[config.mk]
export PLATFORM = sky130hd
export DESIGN_NAME = dac_seg_encoder
export DESIGN_NICKNAME = d
export VERILOG_FILES = /design/src/rtl/dac_seg_encoder.sv
export SDC_FILE = /design/constraint.sdc
export NUM_CORES = 1
export LEC_CHECK = 0
export ABC_CLOCK_PERIOD_IN_PS = 5500
export CAP_MARGIN = 20
export CORE_MARGIN = 8
export CORE_UTILIZATION = 55
export DETAILED_ROUTE_END_ITERATION = 8
export HOLD_SLACK_MARGIN = 0.02
export PLACE_DENSITY_LB_ADDON = 0.1
export SETUP_SLACK_MARGIN = 0.02
export SLEW_MARGIN = 10
export SYNTH_ARGS = -nofsm -noshare
export SYNTH_HDL_FRONTEND = slang
export SYNTH_SLANG_ARGS = --single-unit
[constraint.sdc]
create_clock -name clk -period 5.5 [get_ports clk]
set_input_delay 1.1 -clock clk [delete_from_list [all_inputs] [get_ports clk]]
set_output_delay 1.1 -clock clk [all_outputs]
set_load 0.02 [all_outputs]
[src/rtl/dac_seg_encoder.sv]
// Segmented DAC code encoder: splits a 13-bit code into binary LSBs and a thermometer MSB field,
// and sequences the driver cell through power-up, run, ramp-test and graceful power-down.
module dac_seg_encoder #(
    parameter int BIN_W       = 8,
    parameter int THERM_W     = 17,
    parameter int MSB_W       = 5,
    parameter int WAKE_CYCLES = 16
) (
    input  logic                   clk,
    input  logic                   rst,
    input  logic                   pdb,
    input  logic [MSB_W+BIN_W-1:0] code_in,
    input  logic                   code_valid,
    output logic                   code_ready,
    input  logic                   test_mode,
    input  logic [BIN_W-1:0]       ramp_step,
    output logic [BIN_W-1:0]       datain,
    output logic [BIN_W-1:0]       datainb,
    output logic [THERM_W-1:0]     datatherm,
    output logic [THERM_W-1:0]     datathermb,
    output logic                   pdb_out,
    output logic                   ovf,
    output logic                   busy
);

    localparam int CODE_W = MSB_W + BIN_W;
    localparam int WCNT_W = $clog2(WAKE_CYCLES + 1);
    localparam logic [WCNT_W-1:0] WAKE_LOAD = WCNT_W'(WAKE_CYCLES - 1);
    localparam logic [MSB_W-1:0]  THERM_MAX = MSB_W'(THERM_W);
    // Ramp wraps one past the largest legal code (all segments on, LSBs all ones).
    localparam logic [CODE_W-1:0] RAMP_MOD  = CODE_W'((THERM_W + 1) << BIN_W);

    typedef enum logic [1:0] {
        ST_OFF  = 2'd0,
        ST_WAKE = 2'd1,
        ST_RUN  = 2'd2,
        ST_PARK = 2'd3
    } state_t;

    state_t              state_q, state_d;
    logic [WCNT_W-1:0]   wake_cnt_q, wake_cnt_d;
    logic [CODE_W-1:0]   acc_q, acc_d;
    logic [CODE_W-1:0]   acc_sum;
    logic                s1_valid_q, s1_valid_d;
    logic [CODE_W-1:0]   s1_code_q, s1_code_d;
    logic [BIN_W-1:0]    datain_q, datain_d;
    logic [BIN_W-1:0]    datainb_q;
    logic [THERM_W-1:0]  therm_q, therm_d;
    logic [THERM_W-1:0]  thermb_q;
    logic                ovf_q, ovf_d;

    logic                run_live;
    logic                accept;
    logic                ramp_take;
    logic [MSB_W-1:0]    s1_msb;
    logic [BIN_W-1:0]    s1_lsb;
    logic                clamp;
    logic [THERM_W-1:0]  therm_enc;
    logic [BIN_W-1:0]    bin_enc;

    // ------------------------------------------------------------------
    // FSM: state register
    // ------------------------------------------------------------------
    always_ff @(posedge clk) begin
        if (rst) begin
            state_q <= ST_OFF;
        end else begin
            state_q <= state_d;
        end
    end

    // ------------------------------------------------------------------
    // FSM: next-state logic
    // ------------------------------------------------------------------
    always_comb begin
        state_d = state_q;
        case (state_q)
            ST_OFF: begin
                if (pdb) state_d = ST_WAKE;
            end
            ST_WAKE: begin
                if (!pdb) begin
                    state_d = ST_OFF;
                end else if (wake_cnt_q == '0) begin
                    state_d = ST_RUN;
                end
            end
            ST_RUN: begin
                if (!pdb) state_d = ST_PARK;
            end
            ST_PARK: begin
                // Leave only once the zero thermometer count is already on the outputs.
                if (therm_q == '0) state_d = ST_OFF;
            end
            default: state_d = ST_OFF;
        endcase
    end

    // ------------------------------------------------------------------
    // FSM: outputs decoded from the state register
    // ------------------------------------------------------------------
    always_comb begin
        code_ready = 1'b0;
        busy       = 1'b0;
        pdb_out    = 1'b0;
        case (state_q)
            ST_OFF: begin
                pdb_out = 1'b0;
            end
            ST_WAKE: begin
                pdb_out = 1'b1;
                busy    = 1'b1;
            end
            ST_RUN: begin
                pdb_out = 1'b1;
                // Drops in the same cycle pdb falls so no code slips in before parking.
                code_ready = ~test_mode & pdb;
            end
            ST_PARK: begin
                pdb_out = 1'b1;
                busy    = 1'b1;
            end
            default: begin
                pdb_out = 1'b0;
            end
        endcase
    end

    // ------------------------------------------------------------------
    // Wake counter
    // ------------------------------------------------------------------
    always_comb begin
        wake_cnt_d = wake_cnt_q;
        if (state_q == ST_OFF && pdb) begin
            wake_cnt_d = WAKE_LOAD;
        end else if (state_q == ST_WAKE && wake_cnt_q != '0) begin
            wake_cnt_d = wake_cnt_q - 1'b1;
        end
    end

    always_ff @(posedge clk) begin
        if (rst) begin
            wake_cnt_q <= '0;
        end else begin
            wake_cnt_q <= wake_cnt_d;
        end
    end

    // ------------------------------------------------------------------
    // Stage 1: capture an accepted code or the ramp accumulator
    // ------------------------------------------------------------------
    assign run_live  = (state_q == ST_RUN) && pdb;
    assign accept    = code_valid && code_ready;
    assign ramp_take = run_live && test_mode;
    assign acc_sum   = acc_q + CODE_W'(ramp_step);

    always_comb begin
        acc_d      = acc_q;
        s1_valid_d = 1'b0;
        s1_code_d  = s1_code_q;
        if (ramp_take) begin
            s1_valid_d = 1'b1;
            s1_code_d  = acc_q;
            acc_d      = (acc_sum >= RAMP_MOD) ? (acc_sum - RAMP_MOD) : acc_sum;
        end else if (accept) begin
            s1_valid_d = 1'b1;
            s1_code_d  = code_in;
        end
    end

    always_ff @(posedge clk) begin
        if (rst) begin
            acc_q      <= '0;
            s1_valid_q <= 1'b0;
            s1_code_q  <= '0;
        end else begin
            acc_q      <= acc_d;
            s1_valid_q <= s1_valid_d;
            s1_code_q  <= s1_code_d;
        end
    end

    // ------------------------------------------------------------------
    // Stage 2 encoder: thermometer from the MSB field, saturating on overrange
    // ------------------------------------------------------------------
    assign s1_msb = s1_code_q[CODE_W-1:BIN_W];
    assign s1_lsb = s1_code_q[BIN_W-1:0];
    assign clamp  = (s1_msb > THERM_MAX);

    genvar gi;
    generate
        for (gi = 0; gi < THERM_W; gi++) begin : g_therm
            assign therm_enc[gi] = (s1_msb > MSB_W'(gi));
        end
        for (gi = 0; gi < BIN_W; gi++) begin : g_bin
            assign bin_enc[gi] = s1_lsb[gi] | clamp;
        end
    endgenerate

    // ------------------------------------------------------------------
    // Output register next-state
    // ------------------------------------------------------------------
    always_comb begin
        datain_d = datain_q;
        therm_d  = therm_q;
        ovf_d    = 1'b0;
        case (state_q)
            ST_RUN: begin
                if (!pdb) begin
                    // First parking cycle: binary off, thermometer held; in-flight code dropped.
                    datain_d = '0;
                end else if (s1_valid_q) begin
                    datain_d = bin_enc;
                    therm_d  = therm_enc;
                    ovf_d    = clamp;
                end
            end
            ST_PARK: begin
                // A contiguous thermometer shifted right loses exactly one segment.
                datain_d = '0;
                therm_d  = therm_q >> 1;
            end
            default: begin
                datain_d = '0;
                therm_d  = '0;
            end
        endcase
    end

    always_ff @(posedge clk) begin
        if (rst) begin
            datain_q  <= '0;
            datainb_q <= '1;
            therm_q   <= '0;
            thermb_q  <= '1;
            ovf_q     <= 1'b0;
        end else begin
            datain_q  <= datain_d;
            datainb_q <= ~datain_d;
            therm_q   <= therm_d;
            thermb_q  <= ~therm_d;
            ovf_q     <= ovf_d;
        end
    end

    assign datain     = datain_q;
    assign datainb    = datainb_q;
    assign datatherm  = therm_q;
    assign datathermb = thermb_q;
    assign ovf        = ovf_q;

endmodule

==> impl_metrics.py, run 1 <==
metrics = {
    "yosys": {
        "ys_types": 61,
        "ys_async_sr_fraction_pct": 0,
        "yosysSeqAreaShare_pct": 43.1,
        "syn_inst": 464,
        "yosys-top-cells-count": "dfxtp_1 (85), nor2_1 (62), inv_1 (35)",
        "yosys_register_bits": 85,
        "yosysTopAreaCellShare_pct": 43.1,
        "synth_edf_count": 0,
        "syn_area_um2": 3950,
        "synth_fp_nets": 501,
        "synth_largest_area_cell": "dfxtp_1",
        "synthTopCellsByArea": "dfxtp_1 (43%), nor2_1 (5.9%), a21oi_1 (4.3%), o21ai_0 (3.9%), inv_1 (3.3%)",
        "yosys_warnings": 0,
        "yosysMostFrequentCell": "dfxtp_1",
        "syn_area_per_cell_um2": 8.51,
        "synth_flop_cell": "dfxtp_1",
    },
    "worst_setup_path": {
        "max_stage_delay_ns": 0.63,
        "cp.buffers_inverters": 3,
        "path_class": "input pin to output port",
        "crit_slowest_cell": "clkdlybuf4s50_1",
        "crit_arrival_ns": 2.97,
        "worstSetupStartpoint": "pdb",
        "startpoint_type": "input pin",
        "cp.required_ns": 4.40,
        "r2r_start": "acc_q[0]$_SDFFE_PP0P_",
        "critical_path.top_delay_family": "buffers and inverters",
        "cp_common_cell": "clkdlybuf4s50_1",
        "cp-end-kind": "output port",
        "path_max_fanout": 17,
        "crit_chain": "clkdlybuf4s50_1, nor2b_1, nand2_1, buf_4, nor2_1, clkdlybuf4s50_1",
    },
    "sta": {
        "finalCritPeriodShare_pct": 74.0,
        "finalHoldViolations": 0,
        "drv_slew": 0,
        "finalCriticalPeriod_ns": 4.07,
        "hold_slack_ns": 0.481,
        "worstMarginPinSlew_ns": 0.805,
        "clock-skew-final_ns": 0.0120,
        "rsz0062_at_grt": "no",
        "finalSetupTns_ns": 0,
        "finalSetupViolCount": 0,
        "max_freq_mhz": 246,
        "worst_slack_ns": 1.43,
        "slew_headroom_pct": 46.1,
    },
    "cells_and_area": {
        "antennaDiodeCount": 0,
        "fin_nets": 569,
        "ff_latch_area_um2": 1700,
        "drive_gt1_share_pct": 6.70,
        "fin_util_pct": 70.4,
        "syn_to_final_growth_pct": 26.4,
        "multi_input_area_um2": 2020,
        "fill_cells": 610,
    },
    "clock_tree": {
        "cts_tree": "built",
        "cts_made_buffers": 9,
        "cts_buffer_depth": 2,
        "cts_hold_buffers": 0,
        "postCtsSetupBuffers": 0,
        "cts-root-buf": "clkbuf_8",
        "path_clk_slew_ns": 0.09,
        "post_cts_resized": 0,
        "htreeDepth": 3,
        "worstSkewPairLatency_ns": 0.36,
        "clkSinkCount": 85,
    },
    "pwr": {
        "ir_drop_mv": 0.224,
        "internal_power_uw": 883,
        "p_leak_nw": 2.03,
        "power_switching_share_pct": 28.4,
        "seqPwrFrac_pct": 52.3,
        "clkPwrFrac_pct": 35.1,
        "power_density_nw_per_um2": 247,
        "finalPower_mw": 1.23,
        "p_comb_share_pct": 12.6,
        "p_sw_uw": 351,
    },
    "place": {
        "gp_congestion": 0.937,
        "place.port_buffers": 79,
        "dpl.hpwl_um": 7050,
        "dp_worst_setup_slack_ns": 1.17,
    },
    "global_route": {
        "grt-busiest-layer": "met2",
        "grt_pass1_wl_um": 15500,
        "use_met2_pct": 32.0,
        "track_usage_pct": 18.9,
        "use_met1_pct": 21.2,
        "gr-total-overflow": 0,
        "grt_max_degree": 39,
        "grt_pass1_vias": 3423,
        "grt_antenna_before_repair": 0,
        "use_met3_pct": 6.49,
    },
    "die": {
        "coreArea_um2": 7100,
        "die_area_um2": 10100,
        "die_h_um": 101,
        "start_util_pct": 55.6,
        "rows": 31,
        "die_x_um": 101,
        "io_pins": 80,
    },
    "min_path": {
        "hold_start": "wake_cnt_q[4]$_SDFFE_PP0P_",
        "holdCritPathClass": "flip-flop to flip-flop",
    },
    "detailed_routing": {
        "viasPerCell": 5.44,
        "routed_wl_um": 9240,
        "first_pass_iters": 4,
        "ant_nets": 0,
        "post-route-drc-count": 0,
        "vias": 3458,
        "wire_per_inst_um": 14.5,
        "drtIter0Drc": 110,
    },
    "job": {
        "cap_violations": 0,
    },
    "outcome": {
        "outcome": "finished, final reports clean",
    },
}
## worst register-to-register path: cells and delay by family (launching register included)
family | cells | cell delay, ns
adder cells (fa/ha/maj) | 2 | 0.61
AO/OA/AOI/OAI | 3 | 0.75
buffers and inverters | 1 | 0.07
AND/OR/NAND/NOR | 3 | 0.66
flip-flops | 1 | 0.36
multiplexers | 2 | 0.55
## path summary, 6_finish.rpt
| path | slack [ns] | to | depth (start not counted) |
|---|---|---|---|
| hold / removal | 0.48 | wake_cnt_q[4]$_SDFFE_PP0P_ | 1 |
| hold reg to reg | 0.48 | wake_cnt_q[4]$_SDFFE_PP0P_ | 1 |
| setup reg to reg | 2.37 | acc_q[9]$_SDFFE_PP0P_ | 11 |
| setup / recovery | 1.43 | code_ready | 6 |
## sequential cells by signal, indices dropped and copies added (netlist names), named ones only
signal	cells
acc_q	13
datain	8
datainb	8
datatherm	17
datathermb	17
ovf	1
s1_code_q	13
s1_valid_q	1
state_q	1
wake_cnt_q	5
## routing by layer
metal | routed length, um | vias to the layer above | share of wire (%)
li1 | - | 1749 | -
met1 | 3980 | 1595 | 43
met2 | 4420 | 99 | 48
met3 | 647 | 15 | 7.0
met4 | 192 | 0 | 2.1
met5 | 0 | - | 0
## power by group through the flow
| stage | Combinational (mW) | Sequential [mW] | Clock, mW |
|---|---|---|---|
| 5_1_grt | 0.174 | 0.648 | 0.473 |
| 4_1_cts | 0.155 | 0.645 | 0.446 |
| 3_3_place_gp | 0.151 | 0.659 | 0 |
| 6_report | 0.155 | 0.645 | 0.434 |
| 2_1_floorplan | 0.114 | 0.652 | 0 |
| 3_5_place_dp | 0.154 | 0.659 | 0 |
## area by class of cell
cell class | count | area share, %
Tap cell | 99 | 2.48
Clock buffer | 9 | 2.48
Sequential cell | 85 | 34.1
Multi-Input combinational cell | 318 | 40.4
Inverter | 35 | 2.63
Clock inverter | 7 | 1.53
Timing Repair Buffer | 83 | 16.4
## through the flow
step	area (um2)	std cells
finish	4990	636
global route	4990	636
CTS	4990	636
detailed placement	4790	620
global placement	4790	620
floorplan	3950	464
## logic make-up after synthesis
group / synth area share (%)
compound gates: 24.7
xor+xnor: 2.66
fa+ha+maj: 3.67
buf+inv: 5.86
flops: 43.1
mux: 1.33
simple gates: 18.7
## cells in the final DEF, fill, tap and decap left out, types with 7 or more instances in the layout
cell type	count
dfxtp_1	85
clkdlybuf4s50_1	79
nor2_1	62
inv_1	35
a21oi_1	34
nand2_1	32
o21ai_0	31
a21o_1	17
o22ai_1	14
a2bb2oi_1	10
ha_1	10
clkbuf_8	9
nor3_1	8
xor2_1	7
No activity file was read; power rests on OpenSTA's default activity.
==> inputs of run 2 (changes only) <==
ABC_CLOCK_PERIOD_IN_PS = 4050   (was 5500)
CORE_UTILIZATION = 51   (was 55)
clock period = 4.05 ns   (was 5.5 ns; I/O delays follow)
==> run 2 against run 1 <==
  * Critical path depth rose by 7
  * Combinational power rose by 38%
  * Die area rose by 6.6%
  * Largest cell class unchanged
  * Register-to-register slack got worse by 1.5 ns
  * First-iteration DRC count rose by 42%
  * Clock power rose by 44%
  * Count of clock-buffer cells in the layout did not move
  * Setup slack got worse by 1.1 ns
  * Worst hold slack got worse by 0.0038 ns
  * Cell count rose by 0.94%
  * Global-route usage fell by 0.83 points
  * Sequential share of layout area fell by 0.22 points
  * Largest power group unchanged
==> impl_metrics.py, run 2 (synthesized netlist as in run 1, its figures left out) <==
metrics = {
    "outcome": {
        "outcome": "finished, final reports clean",
    },
    "detailed_routing": {
        "routed_wl_um": 9530,
        "post-route-drc-count": 0,
        "wire_per_inst_um": 14.8,
        "viasPerCell": 5.46,
        "first_pass_iters": 4,
        "vias": 3507,
        "ant_nets": 0,
        "drtIter0Drc": 156,
    },
    "sta": {
        "finalCritPeriodShare_pct": 91.7,
        "finalSetupViolCount": 0,
        "drv_slew": 0,
        "rsz0062_at_grt": "no",
        "finalCriticalPeriod_ns": 3.71,
        "worstMarginPinSlew_ns": 0.797,
        "hold_slack_ns": 0.477,
        "finalHoldViolations": 0,
        "max_freq_mhz": 269,
        "slew_headroom_pct": 46.7,
        "clock-skew-final_ns": 0.00744,
    },
    "job": {
        "cap_violations": 0,
    },
    "worst_setup_path": {
        "r2r_start": "acc_q[0]$_SDFFE_PP0P_",
        "startpoint_type": "input pin",
        "rrSetupSlack_ns": 0.86,
        "crit_arrival_ns": 3.96,
        "rr_endpoint": "acc_q[9]$_SDFFE_PP0P_",
        "cp-end-kind": "flip-flop",
        "path_class": "input pin to flip-flop",
        "cp.required_ns": 4.30,
        "path_max_fanout": 4,
        "reg2regPathDepth": 12,
    },
    "pwr": {
        "power_switching_share_pct": 27.0,
        "seqPwrFrac_pct": 51.1,
        "p_leak_nw": 2.04,
        "ir_drop_mv": 0.224,
        "p_sw_uw": 462,
        "internal_power_mw": 1.25,
        "p_comb_share_pct": 12.5,
        "power_density_nw_per_um2": 341,
        "clkPwrFrac_pct": 36.4,
    },
    "die": {
        "start_util_pct": 51.9,
        "io_pins": 80,
        "coreArea_um2": 7610,
        "die_x_um": 104,
        "rows": 32,
        "die_area_um2": 10800,
        "die_h_um": 104,
    },
    "min_path": {
        "hold_path_depth": 2,
        "hold_start": "acc_q[4]$_SDFFE_PP0P_",
        "holdPathEnd": "acc_q[4]$_SDFFE_PP0P_",
        "holdCritPathClass": "flip-flop to flip-flop",
    },
    "clock_tree": {
        "postCtsSetupBuffers": 0,
        "clkSinkCount": 85,
        "path_clk_slew_ns": 0.09,
        "htreeDepth": 3,
        "post_cts_resized": 0,
        "cts_hold_buffers": 0,
        "cts_tree": "built",
        "cts-root-buf": "clkbuf_8",
        "cts_made_buffers": 9,
        "cts_buffer_depth": 2,
        "worstSkewPairLatency_ns": 0.35,
    },
    "cells_and_area": {
        "fin_util_pct": 66.1,
        "fill_cells": 647,
        "final_common_cell": "dfxtp_1",
        "mostFrequentLayoutCells": "dfxtp_1 (85), clkdlybuf4s50_1 (79), nor2_1 (62), inv_1 (35), a21oi_1 (34)",
        "fin_nets": 572,
        "syn_to_final_growth_pct": 27.3,
        "antennaDiodeCount": 0,
        "stdcell_count": 642,
        "drive_gt1_share_pct": 7.22,
    },
    "place": {
        "gp_congestion": 0.905,
        "place.port_buffers": 79,
        "dp.cells": 626,
        "dpl.hpwl_um": 7200,
    },
    "global_route": {
        "grt_pass1_wl_um": 16400,
        "grt_max_degree": 38,
        "gr-total-overflow": 0,
        "grt_antenna_before_repair": 0,
        "track_usage_pct": 18.1,
        "grt_pass1_vias": 3445,
    },
}
run 2: changes by cell type in the layout (fill, tap and decap cells not counted), sizes merged:
cell and change:
clkinvlp +1, clkinv -1, buf +3, inv -1, bufinv +1
run 2: power groups by stage:
stage / Combinational, mW / Sequential (mW) / Clock (mW)
detailed placement: 0.213 / 0.895 / 0
global placement: 0.209 / 0.895 / 0
floorplan: 0.155 / 0.886 / 0
CTS: 0.215 / 0.876 / 0.637
finish: 0.214 / 0.876 / 0.623
global route: 0.235 / 0.880 / 0.677
run 2: final cells by class:
type                    count  area, um2  share of cell area [%]
well taps                 102        128                    2.54
multi-input cells         318       2020                    40.1
clock buffers               9        124                    2.46
flip-flops and latches     85       1700                    33.8
inverters                  35        131                    2.61
repair buffers             86        843                    16.8
clock inverters             7       82.6                    1.64
run 2: worst max-delay path, stage by stage:
cell,delay (ns)
clkdlybuf4s50_1,0.46
ha_1,0.21
inv_1,0.07
fa_1,0.40
and2b_4,0.30
o2111ai_2,0.15
and4_1,0.26
a211oi_4,0.21
ha_1,0.26
o2bb2ai_1,0.19
o31ai_4,0.13
mux2i_1,0.18
mux2_1,0.33
run 2: how the worst max path moves through the flow:
stage                             to         start  slack, ns  cells after the start
2_1_floorplan  acc_q[9]$_SDFFE_PP0P_  ramp_step[0]       0.66                     11
3_3_place_gp   acc_q[9]$_SDFFE_PP0P_  ramp_step[0]       0.08                     12
3_5_place_dp   acc_q[9]$_SDFFE_PP0P_  ramp_step[0]      -0.02                     13
4_1_cts        acc_q[9]$_SDFFE_PP0P_  ramp_step[0]       0.37                     13
5_1_grt        acc_q[9]$_SDFFE_PP0P_  ramp_step[0]       0.20                     13
6_report       acc_q[9]$_SDFFE_PP0P_  ramp_step[0]       0.34                     13
run 2: metrics by stage:
step | worst slack (ns) | instance area, um2 | power (mW) | TNS (ns)
2_1_floorplan | 0.660 | 3950 | 1.04 | 0
3_3_place_gp | 0.0825 | 4820 | 1.10 | 0
3_5_place_dp | -0.0177 | 4820 | 1.11 | -0.0177
4_1_cts | 0.367 | 5030 | 1.73 | 0
5_1_grt | 0.196 | 5030 | 1.79 | 0
6_report | 0.337 | 5030 | 1.71 | 0
run 2: layer usage:
layer | GRT usage [%] | vias up | share of wire (%)
met5 | 0 | - | 0
met4 | 8.79 | 0 | 2.4
met3 | 5.27 | 18 | 5.7
met2 | 30.1 | 100 | 48
met1 | 20.8 | 1624 | 43
li1 | - | 1765 | -
==> inputs of run 3 (changes only) <==
--- a/constraint.sdc
+++ b/constraint.sdc
@@ -3,2 +3,2 @@
 set_output_delay 0.81 -clock clk [all_outputs]
-set_load 0.02 [all_outputs]
+set_load 0.005 [all_outputs]
==> run 3 against run 2 <==
  * Flip-flop and latch count is the same
  * First-iteration DRC count down 3.2%
  * Largest cell class unchanged
  * Largest power group unchanged
  * Die area did not move
  * Fmax is 1.4% higher
  * Critical endpoint unchanged
  * Core utilization down 0.099 points
  * Register-to-register slack improved by 0.06 ns
  * Via count rose by 1.0%
==> impl_metrics.py, run 3 (synthesized netlist as in run 1, its figures left out) <==
metrics = {
    "pwr": {
        "clkPwrFrac_pct": 34.4,
        "ir_drop_mv": 0.209,
        "seqPwrFrac_pct": 52.4,
        "p_leak_nw": 2.04,
        "finalPower_mw": 1.67,
        "p_sw_uw": 460,
        "power_density_nw_per_um2": 333,
        "power_switching_share_pct": 27.5,
        "internal_power_mw": 1.21,
        "p_comb_share_pct": 13.2,
    },
    "global_route": {
        "gr-total-overflow": 0,
        "grt_pass1_wl_um": 15900,
        "grt_max_degree": 38,
        "grt_antenna_before_repair": 0,
        "grt_pass1_vias": 3322,
        "track_usage_pct": 17.4,
    },
    "worst_setup_path": {
        "cp-end-kind": "flip-flop",
        "path_max_fanout": 5,
        "crit_arrival_ns": 3.90,
        "path_class": "input pin to flip-flop",
        "startpoint_type": "input pin",
        "cp.required_ns": 4.29,
    },
    "die": {
        "die_x_um": 104,
        "rows": 32,
        "coreArea_um2": 7610,
        "die_area_um2": 10800,
        "start_util_pct": 51.9,
        "io_pins": 80,
        "die_h_um": 104,
    },
    "place": {
        "dpl.hpwl_um": 7220,
        "gp_congestion": 0.938,
        "dp.cells": 627,
        "place.port_buffers": 79,
    },
    "clock_tree": {
        "postCtsSetupBuffers": 0,
        "post_cts_resized": 0,
        "cts_hold_buffers": 0,
        "cts_made_buffers": 9,
        "worstSkewPairLatency_ns": 0.35,
        "cts_buffer_depth": 2,
        "path_clk_slew_ns": 0.09,
        "cts_tree": "built",
        "htreeDepth": 3,
        "cts-root-buf": "clkbuf_8",
        "clkSinkCount": 85,
    },
    "detailed_routing": {
        "viasPerCell": 5.51,
        "vias": 3542,
        "post-route-drc-count": 0,
        "wire_per_inst_um": 14.9,
        "routed_wl_um": 9570,
        "ant_nets": 0,
        "drtIter0Drc": 151,
        "first_pass_iters": 4,
    },
    "sta": {
        "finalSetupViolCount": 0,
        "finalSetupTns_ns": 0,
        "max_freq_mhz": 273,
        "finalCriticalPeriod_ns": 3.66,
        "finalCritPeriodShare_pct": 90.4,
        "drv_slew": 0,
        "clock-skew-final_ns": 0.0126,
        "rsz0062_at_grt": "no",
        "slew_headroom_pct": 45.2,
        "worstMarginPinSlew_ns": 0.819,
        "finalHoldViolations": 0,
    },
    "cells_and_area": {
        "ff_latch_area_um2": 1700,
        "antennaDiodeCount": 0,
        "stdcell_count": 643,
        "fill_cells": 647,
        "drive_gt1_share_pct": 7.39,
        "multi_input_area_um2": 2020,
        "syn_to_final_growth_pct": 27.1,
        "fin_nets": 573,
        "final_common_cell": "dfxtp_1",
        "mostFrequentLayoutCells": "dfxtp_1 (85), clkdlybuf4s50_1 (79), nor2_1 (62), inv_1 (35), a21oi_1 (34)",
        "fin_util_pct": 66.0,
    },
    "job": {
        "cap_violations": 0,
    },
    "min_path": {
        "holdCritPathClass": "flip-flop to flip-flop",
    },
    "outcome": {
        "outcome": "finished, final reports clean",
    },
}
run 3: cell count changes in the layout (fill, tap and decap cells not counted):
cell,before,now
clkinv_4,1,3
buf_4,7,8
bufinv_16,1,0
clkbuf_8,9,10
clkinv_2,1,0
inv_8,2,1
run 3: final cells by class:
class                           instances  share of cell area, %
Clock buffer                           10                   2.74
Multi-Input combinational cell        318                   40.2
Sequential cell                        85                   33.9
Inverter                               35                   2.62
Timing Repair Buffer                   87                   16.9
Clock inverter                          6                   1.07
Tap cell                              102                   2.54
run 3: final timing paths:
path,end,slack (ns),startpoint,cells past startpoint
worst max-delay path,acc_q[9]$_SDFFE_PP0P_,0.39,ramp_step[0],12
worst min-delay path,wake_cnt_q[4]$_SDFFE_PP0P_,0.48,wake_cnt_q[4]$_SDFFE_PP0P_,1
worst max register to register,acc_q[9]$_SDFFE_PP0P_,0.92,acc_q[0]$_SDFFE_PP0P_,11
worst min register to register,wake_cnt_q[4]$_SDFFE_PP0P_,0.48,wake_cnt_q[4]$_SDFFE_PP0P_,1
run 3: power groups by stage:
stage,clock network [mW],registers [mW],logic [mW]
global placement,0,0.895,0.213
detailed placement,0,0.895,0.218
global route,0.623,0.880,0.240
CTS,0.586,0.876,0.219
finish,0.575,0.876,0.220
floorplan,0,0.885,0.151
run 3: critical path: stages:
cell,delay [ns]
clkdlybuf4s50_1,0.46
ha_1,0.21
inv_1,0.07
fa_1,0.39
and2b_4,0.29
o2111ai_2,0.14
a31o_4,0.29
nor4_4,0.26
nor2_2,0.11
o31ai_4,0.30
mux2i_1,0.24
mux2_1,0.33
run 3: per-layer routing:
metal | share of wire, % | vias to the layer above | global-route usage, %
li1 | - | 1762 | -
met1 | 43 | 1656 | 20.5
met2 | 48 | 114 | 29.1
met3 | 7.4 | 10 | 5.45
met4 | 1.7 | 0 | 6.31
met5 | 0 | - | 0
run 3: through the flow:
stage / area [um2] / hold slack (ns) / setup slack [ns]
floorplan: 3950 / 0.450 / 0.660
global route: 5020 / 0.498 / 0.255
detailed placement: 4830 / 0.470 / 0.0361
CTS: 5020 / 0.482 / 0.405
global placement: 4830 / 0.457 / 0.0753
finish: 5020 / 0.477 / 0.387
